## config.mk

```make
export PLATFORM = sky130hd
export DESIGN_NAME = a2d_spi_intf_flat
export DESIGN_NICKNAME = d
export VERILOG_FILES = /design/src/rtl/a2d_spi_intf_pkg.sv /design/src/rtl/a2d_spi_intf_if.sv /design/src/rtl/a2d_spi_intf_xfer16.sv /design/src/rtl/a2d_spi_intf.sv /design/src/flat_wrapper.sv
export SDC_FILE = /design/constraint.sdc
export NUM_CORES = 1
export LEC_CHECK = 0
export BUFFER_PORTS_ARGS = -buffer_cell sky130_fd_sc_hd__buf_2
export CAP_MARGIN = 20
export CORE_ASPECT_RATIO = 1.5
export CORE_MARGIN = 1
export CORE_UTILIZATION = 52
export CTS_CLUSTER_SIZE = 10
export DETAILED_ROUTE_END_ITERATION = 8
export PLACE_DENSITY = 0.75
export SLEW_MARGIN = 20
export SYNTH_ARGS = -nofsm -noshare
export SYNTH_HDL_FRONTEND = slang
export SYNTH_SLANG_ARGS = --single-unit
```

## constraint.sdc

```tcl
create_clock -name clk -period 1.8 [get_ports clk]
set_input_delay 0.54 -clock clk [delete_from_list [all_inputs] [get_ports clk]]
set_output_delay 0.54 -clock clk [all_outputs]
set_load 0.005 [all_outputs]
```

## src/rtl/a2d_spi_intf_pkg.sv

```systemverilog
// Shared types and constants for the ADC SPI master: sequencer states,
// command-word padding and transaction sizing.
package a2d_pkg;

  typedef enum logic [2:0] {
    IDLE,
    TX1,
    GAP,
    TX2,
    DONE
  } a2d_state_t;

  localparam logic [1:0]  CMD_PAD_HI = 2'b00;
  localparam logic [10:0] CMD_PAD_LO = 11'h000;
  localparam int          XFER_BITS  = 16;
  localparam int          RES_BITS   = 12;

  // Channel-select command: the ADC reads the channel from bits [13:11].
  function automatic logic [XFER_BITS-1:0] make_cmd(input logic [2:0] chnnl);
    return {CMD_PAD_HI, chnnl, CMD_PAD_LO};
  endfunction

endpackage

```

## src/rtl/a2d_spi_intf_if.sv

```systemverilog
// Bundle of the controller request/response signals and the ADC SPI pins.
// master = the SPI master block, slave = controller plus ADC side.
interface a2d_spi_if;

  logic        strt_cnv;
  logic [2:0]  chnnl;
  logic        cnv_cmplt;
  logic [11:0] res;
  logic        SS_n;
  logic        SCLK;
  logic        MOSI;
  logic        MISO;

  modport master (
    input  strt_cnv, chnnl, MISO,
    output cnv_cmplt, res, SS_n, SCLK, MOSI
  );

  modport slave (
    output strt_cnv, chnnl, MISO,
    input  cnv_cmplt, res, SS_n, SCLK, MOSI
  );

endinterface

```

## src/rtl/a2d_spi_intf_xfer16.sv

```systemverilog
// One 16-bit SPI transaction: SS_n window, SCLK divider with front/back
// porch, MSB-first TX shift on falling edges, RX capture on rising edges.
module spi_xfer16
  import a2d_pkg::*;
#(
  parameter int SCLK_DIV = 32
) (
  input  logic                 clk,
  input  logic                 rst,
  input  logic                 i_start,
  input  logic [XFER_BITS-1:0] i_cmd,
  input  logic                 i_miso,
  output logic                 o_ss_n,
  output logic                 o_sclk,
  output logic                 o_mosi,
  output logic                 o_done,
  output logic [RES_BITS-1:0]  o_rx
);

  localparam int             CW        = $clog2(SCLK_DIV);
  localparam int             EW        = $clog2(XFER_BITS + 1);
  localparam logic [CW-1:0]  HALF      = CW'(SCLK_DIV / 2);
  localparam logic [CW-1:0]  RISE_AT   = CW'(SCLK_DIV / 2 - 1);
  localparam logic [CW-1:0]  LAST      = CW'(SCLK_DIV - 1);
  localparam logic [EW-1:0]  ALL_RISES = EW'(XFER_BITS);

  logic                 r_ss_n;
  logic [CW-1:0]        r_cnt;
  logic [XFER_BITS-1:0] r_tx;
  logic [RES_BITS-1:0]  r_rx;
  logic [EW-1:0]        r_rises;

  logic w_active;
  logic w_rise;
  logic w_fall;
  logic w_end;

  // Loading HALF makes the counter MSB high for the D/2-cycle front porch.
  assign w_active = ~r_ss_n;
  assign w_rise   = w_active && (r_cnt == RISE_AT);
  assign w_fall   = w_active && (r_cnt == LAST);
  assign w_end    = w_fall && (r_rises == ALL_RISES);

  // NOTE: sequential state uses non-blocking assignments so every register samples pre-edge values.
  always_ff @(posedge clk) begin
    if (rst) begin
      r_ss_n  <= 1'b1;
      r_cnt   <= HALF;
      r_tx    <= '0;
      r_rx    <= '0;
      r_rises <= '0;
    end else if (!w_active) begin
      if (i_start) begin
        r_ss_n  <= 1'b0;
        r_cnt   <= HALF;
        r_tx    <= i_cmd;
        r_rises <= '0;
      end
    end else if (w_end) begin
      // The would-be 17th falling edge closes the window with SCLK parked high.
      r_ss_n <= 1'b1;
      r_cnt  <= HALF;
    end else begin
      r_cnt <= r_cnt + CW'(1);
      if (w_rise) begin
        r_rx    <= {r_rx[RES_BITS-2:0], i_miso};
        r_rises <= r_rises + EW'(1);
      end
      if (w_fall && (r_rises != '0)) begin
        r_tx <= {r_tx[XFER_BITS-2:0], 1'b0};
      end
    end
  end

  // Only the low 12 received bits are kept; older bits fall off the end.
  assign o_ss_n = r_ss_n;
  assign o_sclk = r_cnt[CW-1];
  assign o_mosi = r_tx[XFER_BITS-1];
  assign o_done = w_end;
  assign o_rx   = r_rx;

endmodule

```

## src/rtl/a2d_spi_intf.sv

```systemverilog
// ADC conversion sequencer: select-channel transaction, SS_n gap, read
// transaction, then a one-cycle cnv_cmplt with the 12-bit result.
module a2d_spi_intf
  import a2d_pkg::*;
#(
  parameter int SCLK_DIV = 32
) (
  input logic       clk,
  input logic       rst,
  a2d_spi_if.master bus
);

  localparam int            GW       = $clog2(SCLK_DIV) - 1;
  localparam logic [GW-1:0] GAP_LAST = GW'(SCLK_DIV / 2 - 1);

  a2d_state_t r_state;
  a2d_state_t w_next;

  logic [2:0]           r_chnnl;
  logic [RES_BITS-1:0]  r_res;
  logic [GW-1:0]        r_gap_cnt;

  logic                 w_start;
  logic                 w_done;
  logic                 w_cnv_cmplt;
  logic [XFER_BITS-1:0] w_cmd;
  logic [RES_BITS-1:0]  w_rx;
  logic                 w_ss_n;
  logic                 w_sclk;
  logic                 w_mosi;

  always_ff @(posedge clk) begin
    if (rst) r_state <= IDLE;
    else     r_state <= w_next;
  end

  // NOTE: default assignment first keeps this block latch-free.
  always_comb begin
    w_next = r_state;
    case (r_state)
      IDLE:    if (bus.strt_cnv)            w_next = TX1;
      TX1:     if (w_done)                  w_next = GAP;
      GAP:     if (r_gap_cnt == GAP_LAST)   w_next = TX2;
      TX2:     if (w_done)                  w_next = DONE;
      DONE:                                 w_next = IDLE;
      default:                              w_next = IDLE;
    endcase
  end

  always_comb begin
    w_start     = 1'b0;
    w_cnv_cmplt = 1'b0;
    case (r_state)
      IDLE:    w_start     = bus.strt_cnv;
      GAP:     w_start     = (r_gap_cnt == GAP_LAST);
      DONE:    w_cnv_cmplt = 1'b1;
      default: ;
    endcase
  end

  always_ff @(posedge clk) begin
    if (rst) begin
      r_chnnl   <= '0;
      r_res     <= '0;
      r_gap_cnt <= '0;
    end else begin
      if (r_state == IDLE && bus.strt_cnv) r_chnnl <= bus.chnnl;
      if (r_state == GAP) r_gap_cnt <= r_gap_cnt + GW'(1);
      else                r_gap_cnt <= '0;
      if (r_state == TX2 && w_done) r_res <= w_rx;
    end
  end

  // First start launches in the accept cycle, before r_chnnl is loaded.
  assign w_cmd = make_cmd((r_state == IDLE) ? bus.chnnl : r_chnnl);

  spi_xfer16 #(
    .SCLK_DIV (SCLK_DIV)
  ) u_xfer (
    .clk     (clk),
    .rst     (rst),
    .i_start (w_start),
    .i_cmd   (w_cmd),
    .i_miso  (bus.MISO),
    .o_ss_n  (w_ss_n),
    .o_sclk  (w_sclk),
    .o_mosi  (w_mosi),
    .o_done  (w_done),
    .o_rx    (w_rx)
  );

  assign bus.SS_n      = w_ss_n;
  assign bus.SCLK      = w_sclk;
  assign bus.MOSI      = w_mosi;
  assign bus.cnv_cmplt = w_cnv_cmplt;
  assign bus.res       = r_res;

endmodule
```

## src/flat_wrapper.sv

```systemverilog
// flat-port wrapper written by rule: the top's interface ports become plain ports
module a2d_spi_intf_flat import a2d_pkg::*;
#(
  parameter int SCLK_DIV = 32
)
  (clk, rst, bus_strt_cnv, bus_chnnl, bus_MISO, bus_cnv_cmplt, bus_res, bus_SS_n, bus_SCLK, bus_MOSI);
  a2d_spi_if bus_i ();
  input logic clk;
  input logic rst;
  input wire logic [$bits(bus_i.strt_cnv)-1:0] bus_strt_cnv;
  input wire logic [$bits(bus_i.chnnl)-1:0] bus_chnnl;
  input wire logic [$bits(bus_i.MISO)-1:0] bus_MISO;
  output wire logic [$bits(bus_i.cnv_cmplt)-1:0] bus_cnv_cmplt;
  output wire logic [$bits(bus_i.res)-1:0] bus_res;
  output wire logic [$bits(bus_i.SS_n)-1:0] bus_SS_n;
  output wire logic [$bits(bus_i.SCLK)-1:0] bus_SCLK;
  output wire logic [$bits(bus_i.MOSI)-1:0] bus_MOSI;
  assign bus_i.strt_cnv = bus_strt_cnv;
  assign bus_i.chnnl = bus_chnnl;
  assign bus_i.MISO = bus_MISO;
  assign bus_cnv_cmplt = bus_i.cnv_cmplt;
  assign bus_res = bus_i.res;
  assign bus_SS_n = bus_i.SS_n;
  assign bus_SCLK = bus_i.SCLK;
  assign bus_MOSI = bus_i.MOSI;
  a2d_spi_intf #(.SCLK_DIV(SCLK_DIV)) u_core (.clk(clk), .rst(rst), .bus(bus_i));
endmodule
```

* After elaboration in Yosys (flattened, before gate mapping)
Index checks and enable logic that the tools add are counted.
W data, S select, Z words.
** Cells by class
- Add/subtract/negate cells :: 3
- Eq/ne operators :: 14
- Multiplexer cells :: 22
- Bitwise operators :: 3
- Reductions and logical operators :: 15
** Operators by type and width (count)
- $mux W16 :: 4
- $mux W5 :: 7
- $mux W3 :: 5
- $pmux W3 S4 :: 1
- $add A5 B1 Y5 const B :: 2
- $eq A5 B5 Y1 const B :: 2
- $reduce_and A3 Y1 :: 3
- $eq A3 B2 Y1 const B :: 2
- $logic_and A1 B1 Y1 :: 6
- $ne A2 B1 Y1 const B :: 3
- $ne A2 B2 Y1 const B :: 3
- $eq A5 B4 Y1 const B :: 1
- $reduce_bool A5 Y1 :: 1
- $add A4 B1 Y4 const B :: 1
- $eq A4 B4 Y1 const B :: 1
- $mux W1 :: 4
- $reduce_and A4 Y1 :: 1
- $reduce_bool A2 Y1 :: 2
- $eq A3 B1 Y1 const B :: 1
- $eq A3 B3 Y1 const B :: 1
- $logic_not A3 Y1 :: 1
- $not A1 Y1 :: 3
- $pmux W1 S2 :: 1
- $reduce_or A2 Y1 :: 1
** Word-level totals
- Bits in registers :: 61
- Output and inout bits :: 16
- Logic and storage cells :: 66

* Longest topological paths before layout
- Depth after elaboration :: 6
- Mapped depth :: 8

* By module
A second synthesis with hierarchy kept.
** Unflattened totals
- Cells, all modules :: 278
- Area, all modules :: 2606.2 um^2
** Modules (own cells, without submodules)
- spi_xfer16 :: times used 1, cells each 181, area an instance 1726.7 um^2, seq. area each 780.7 um^2
- a2d_spi_intf :: times used 1, cells each 97, area an instance 879.6 um^2, seq. area each 440.4 um^2

* Least setup slack after synthesis
Ideal clock, no wire load.
- Path kind :: register -> register
- Start point :: register u_core.u_xfer.r_cnt[0]
- End point :: register u_core.r_res[10], in the netlist u_core.bus.res[10]
- Setup time :: 128 ps
- Arrival time :: 1762 ps
- Slack :: -90 ps
- Cell stages (with the launch flop) :: 9
- Buffers on the path :: 1
- Period minus slack after synthesis :: 1890 ps
- Cells stage by stage :: dfxtp_1 -> ha_1 -> and3_1 -> ha_1 -> and3b_1 -> nand4_2 -> buf_4 -> mux2i_1 -> nor2_1
** On the way
- Word-level cells in the longest chain between the ends :: 4
** RTL lines
- start, declared :: RTL line a2d_spi_intf_xfer16.sv:28 : logic [CW-1:0] r_cnt;
- start signal, assigned :: RTL line a2d_spi_intf_xfer16.sv:64 : r_cnt <= r_cnt + CW'(1);
- $eq A5 B5 Y1 :: RTL line a2d_spi_intf_xfer16.sv:41 : assign w_fall = w_active && (r_cnt == LAST);
- $logic_and A1 B1 Y1 :: RTL line a2d_spi_intf_xfer16.sv:41
- $logic_and A1 B1 Y1 :: RTL line a2d_spi_intf_xfer16.sv:42 : assign w_end = w_fall && (r_rises == ALL_RISES);
- $logic_and A1 B1 Y1 :: RTL line a2d_spi_intf.sv:70 : if (r_state == TX2 && w_done) r_res <= w_rx;
- end signal, assigned :: RTL line a2d_spi_intf.sv:70
- end, declared :: RTL line a2d_spi_intf.sv:20 : logic [RES_BITS-1:0] r_res;
No other way between the ends.
A chain may end at the register's enable or synchronous reset.

* Worst setup path after layout
- Start point :: register u_core.u_xfer.r_cnt[1]
- End point :: register u_core.u_xfer.r_rises[2]
** On the way
- Word-level cells in the longest chain between the ends :: 5
- Elaborated cells between the ends (all ways) :: 8
- Classes of those cells :: 3 x eq/ne; 5 x reduce/logical
** RTL lines
- $eq A5 B5 Y1 :: RTL line a2d_spi_intf_xfer16.sv:41
- $logic_and A1 B1 Y1 :: RTL line a2d_spi_intf_xfer16.sv:41
- $logic_and A1 B1 Y1 :: RTL line a2d_spi_intf_xfer16.sv:42
- $ne A2 B2 Y1 (no source line)
- $reduce_and A3 Y1 (no source line) (*)
- end signal, assigned :: RTL line a2d_spi_intf_xfer16.sv:67 : r_rises <= r_rises + EW'(1);
- end, declared :: RTL line a2d_spi_intf_xfer16.sv:31 : logic [EW-1:0] r_rises;
Every way passes the cells marked *; elsewhere a longest branch is shown, timed or not.

==> reports/summary.txt <==
RSZ-0062 raised after global routing: true
Core outline area: 4029 um2
# port buffers: 22
Top delay family on crit path: compound AO/OA/AOI/OAI gates
Most common flop cell mapped by yosys: dfxtp_1
Critical path required time: 2.03 ns
Synthesis Warnings: 0
Post-synthesis compound-gate area fraction: 15.19%
Vias: 1849
Crit-path slowest cell: a2111oi_4
Hold Violations, Final: 0
Post-layout min period: 1.788 ns
Post-synthesis sequential area ratio: 44.84%
Setup violations, final: 0
Root buffer cell: clkbuf_8
Power Density: 682.8 nW/um2
Largest family of logic cells by synthesized area: simple AND/OR/NAND/NOR gates
Adder-Cell Fraction of Synth Area: 3.363%
Fill count: 302
Sequential cell area: 1006 um2
Post-synth EDFFs: 0
Syn Inst Count: 234
Setup TNS Final: 0 ns
Die width: 55.50 um
Drt pass-1 iters: 4
DR vias/cell: 5.724
Worst min path class: reg -> reg
Placed cell count: 307
ANT cells: 0
CP startpoint kind: flip-flop
#FFs+latches synth: 50
Final Max Tran Viols: 0
Total GRT Usage: 20.05%
Die Y: 82.25 um
Clk Latency, worst-skew pair: 0.30 ns
Worst vdd ir: 0.6239 mV
LEAKAGE: 1.133 nW
CP cell instances: ha_4 -> and3_4 -> ha_4 -> and3b_2 -> buf_6 -> a2111oi_4 -> a31oi_1 -> o21ai_1
H-tree levels: 2
Synth Cell Area: 2232 um2
Total CTS buffers: 5
Post-synthesis simple-gate area fraction: 23.15%
Row count: 28
Initial Util: 55.40%
Buf+Inv Stages, Crit Path: 1
Post-DP HPWL: 3059 um
CTS sink count: 50
Non-filler instance count after layout: 323
Pin count of the biggest net entering global routing: 27
Hold Worst Slack: 0.4495 ns
Layout cells sized above 1: 33.09%
Max Cap Viol: 0
Delay of the slowest critical-path stage: 0.35 ns
Maximum root-to-sink buffer count: 2
Run status: complete, no violations
Max Freq: 559.4 MHz
Most used cell, CP: ha_4
Syn Nets: 247
GR Overflow Total: 0
Max-slew headroom: 72.79%
Vias in the first global route: 1634
DRT Wirelength: 4811 um
Post-route ant nets: 0
WL/cell: 14.89 um
Post-synthesis mux area share: 7.623%
CTS tree: yes
Nets: 291
Die area: 4564 um2
I/O pin count: 23
Remaining DRCs: 0
Area growth syn-to-layout: 24.22%
Final worst-path cycle share: 99.31%
Xor-xnor portion of the synthesized cell area: 1.177%
Final weighted congestion in routability-driven placement: 0.8561
Final Power: 1.893 mW
Post-CTS Hold Buffers: 0
Tightest Pin Transition: 0.4077 ns
Global-route wire length before repair: 7258 um
Asr flop ratio synth: 0%
Final clock skew: 0.005556 ns
Worst setup EP type: flip-flop
Cell variety after synth: 46
Worst setup path category: reg -> reg
Initial antenna violation count: 0
DR iter-0 viols: 64
Worst-path clk slew: 0.08 ns
Mean post-synth cell area: 9.539 um2
Arr. time, crit path: 2.02 ns
Worst-path fanout max: 4
Multi-input gate area: 1236 um2
-- what timing repair did --
action / CTS / global route
buffers inserted: 0 / 7
pin swaps: 1 / 6
setup endpoints to repair: 7 / 24
gates cloned: 0 / 2
resized for setup: 4 / 16
-- per-stage QoR --
stage | util, % | worst slack, ns | instance area (um2)
2_1_floorplan | - | -0.009542 | 2270
3_3_place_gp | 62.61 | 0.02961 | 2522
3_5_place_dp | 62.61 | -0.03171 | 2522
4_1_cts | 64.81 | -0.004629 | 2611
5_1_grt | 68.82 | -0.05752 | 2773
6_report | 68.82 | 0.01241 | 2773
-- placed cells by master, fill, tap and decap left out, types with 2 or more instances in the layout --
| cell | count |
|---|---|
| nor2b_1 | 2 |
| ha_1 | 3 |
| buf_4 | 20 |
| nor2_1 | 24 |
| xor2_1 | 2 |
| nand3_1 | 25 |
| clkbuf_1 | 2 |
| buf_2 | 23 |
| buf_6 | 3 |
| a2111oi_4 | 2 |
| o211ai_2 | 2 |
| or3b_4 | 2 |
| a31oi_1 | 5 |
| dfxtp_1 | 46 |
| clkbuf_8 | 5 |
| inv_1 | 9 |
| a21oi_2 | 10 |
| o21ai_1 | 2 |
| nand2_1 | 17 |
| nor3_1 | 3 |
| a221o_1 | 2 |
| mux2i_1 | 17 |
| nand3b_1 | 4 |
| nand4_1 | 2 |
| ha_4 | 3 |
| a21oi_1 | 9 |
| dfxtp_2 | 4 |
| nor3_2 | 2 |
| o21ai_0 | 3 |
| buf_12 | 2 |
-- flip-flops by register name, indices dropped and copies added (netlist names) --
register	flops
u_core.u_xfer.r_tx	5
u_core.r_chnnl	3
u_core.bus.res	12
u_core.u_xfer.r_cnt	5
u_core.u_xfer.o_ss_n	1
u_core.u_xfer.r_rises	5
u_core.r_state	3
u_core.u_xfer.o_rx	12
u_core.r_gap_cnt	4
-- worst reg2reg max path, cell delays in order (launching register included) --
cell and delay (ns):
dfxtp_2 0.34, ha_4 0.16, and3_4 0.16, ha_4 0.16, and3b_2 0.24, buf_6 0.14, a2111oi_4 0.35, a31oi_1 0.07
o21ai_1 0.10
-- cell usage after synthesis (4+ instances only) --
library cell  number  share of area (%)
dfxtp_1           50                 45
nand3_1           25                5.6
nor2_1            24                4.0
mux2i_1           17                7.6
nand2_1           17                2.9
a21oi_2           10                3.9
a21oi_1            9                2.0
inv_1              9                1.5
ha_1               6                3.4
a31oi_1            5                1.4
clkbuf_1           5               0.84
o21ai_0            5                1.1
nand3b_1           4                1.3
nor3_1             4               0.90
-- routing by layer --
layer | global-route usage (%) | up-vias | part of all wire, %
met4 | 9.000 | 0 | 3.0
met3 | 4.050 | 13 | 3.1
met2 | 36.27 | 41 | 52
met1 | 22.90 | 882 | 42
li1 | - | 913 | -
met5 | 0 | - | 0
-- area by class of cell --
class	instances	area share [%]
multi-input cells	163	44.58
flip-flops and latches	50	36.28
repair buffers	49	13.13
clock buffers	7	2.753
well taps	45	2.031
inverters	9	1.218
-- path summary, 6_finish.rpt --
kind	cells past startpoint	from	slack, ns	endpoint
max	8	u_core.u_xfer.r_cnt[1]$_SDFFE_PP0P_	0.01	u_core.u_xfer.r_rises[2]$_SDFFE_PP0P_
min	1	u_core.r_gap_cnt[0]$_SDFF_PP0_	0.45	u_core.r_gap_cnt[0]$_SDFF_PP0_
max reg2reg	8	u_core.u_xfer.r_cnt[1]$_SDFFE_PP0P_	0.01	u_core.u_xfer.r_rises[2]$_SDFFE_PP0P_
min reg2reg	1	u_core.r_gap_cnt[0]$_SDFF_PP0_	0.45	u_core.r_gap_cnt[0]$_SDFF_PP0_
-- kinds of logic after synthesis --
family                   count (synthesis)
XOR/XNOR                                 3
flip-flops                              50
multiplexers                            17
AO/OA/AOI/OAI                           43
AND/OR/NAND/NOR                         94
buffers and inverters                   21
adder cells (fa/ha/maj)                  6
-- power breakdown --
group          switching [mW]  internal, mW  leakage (nW)
logic                  0.0832        0.0678         0.689
clock network           0.337         0.268        0.0383
registers              0.0172          1.12         0.406
total                   0.437          1.46          1.13
Power figures use the tool's default switching activity.
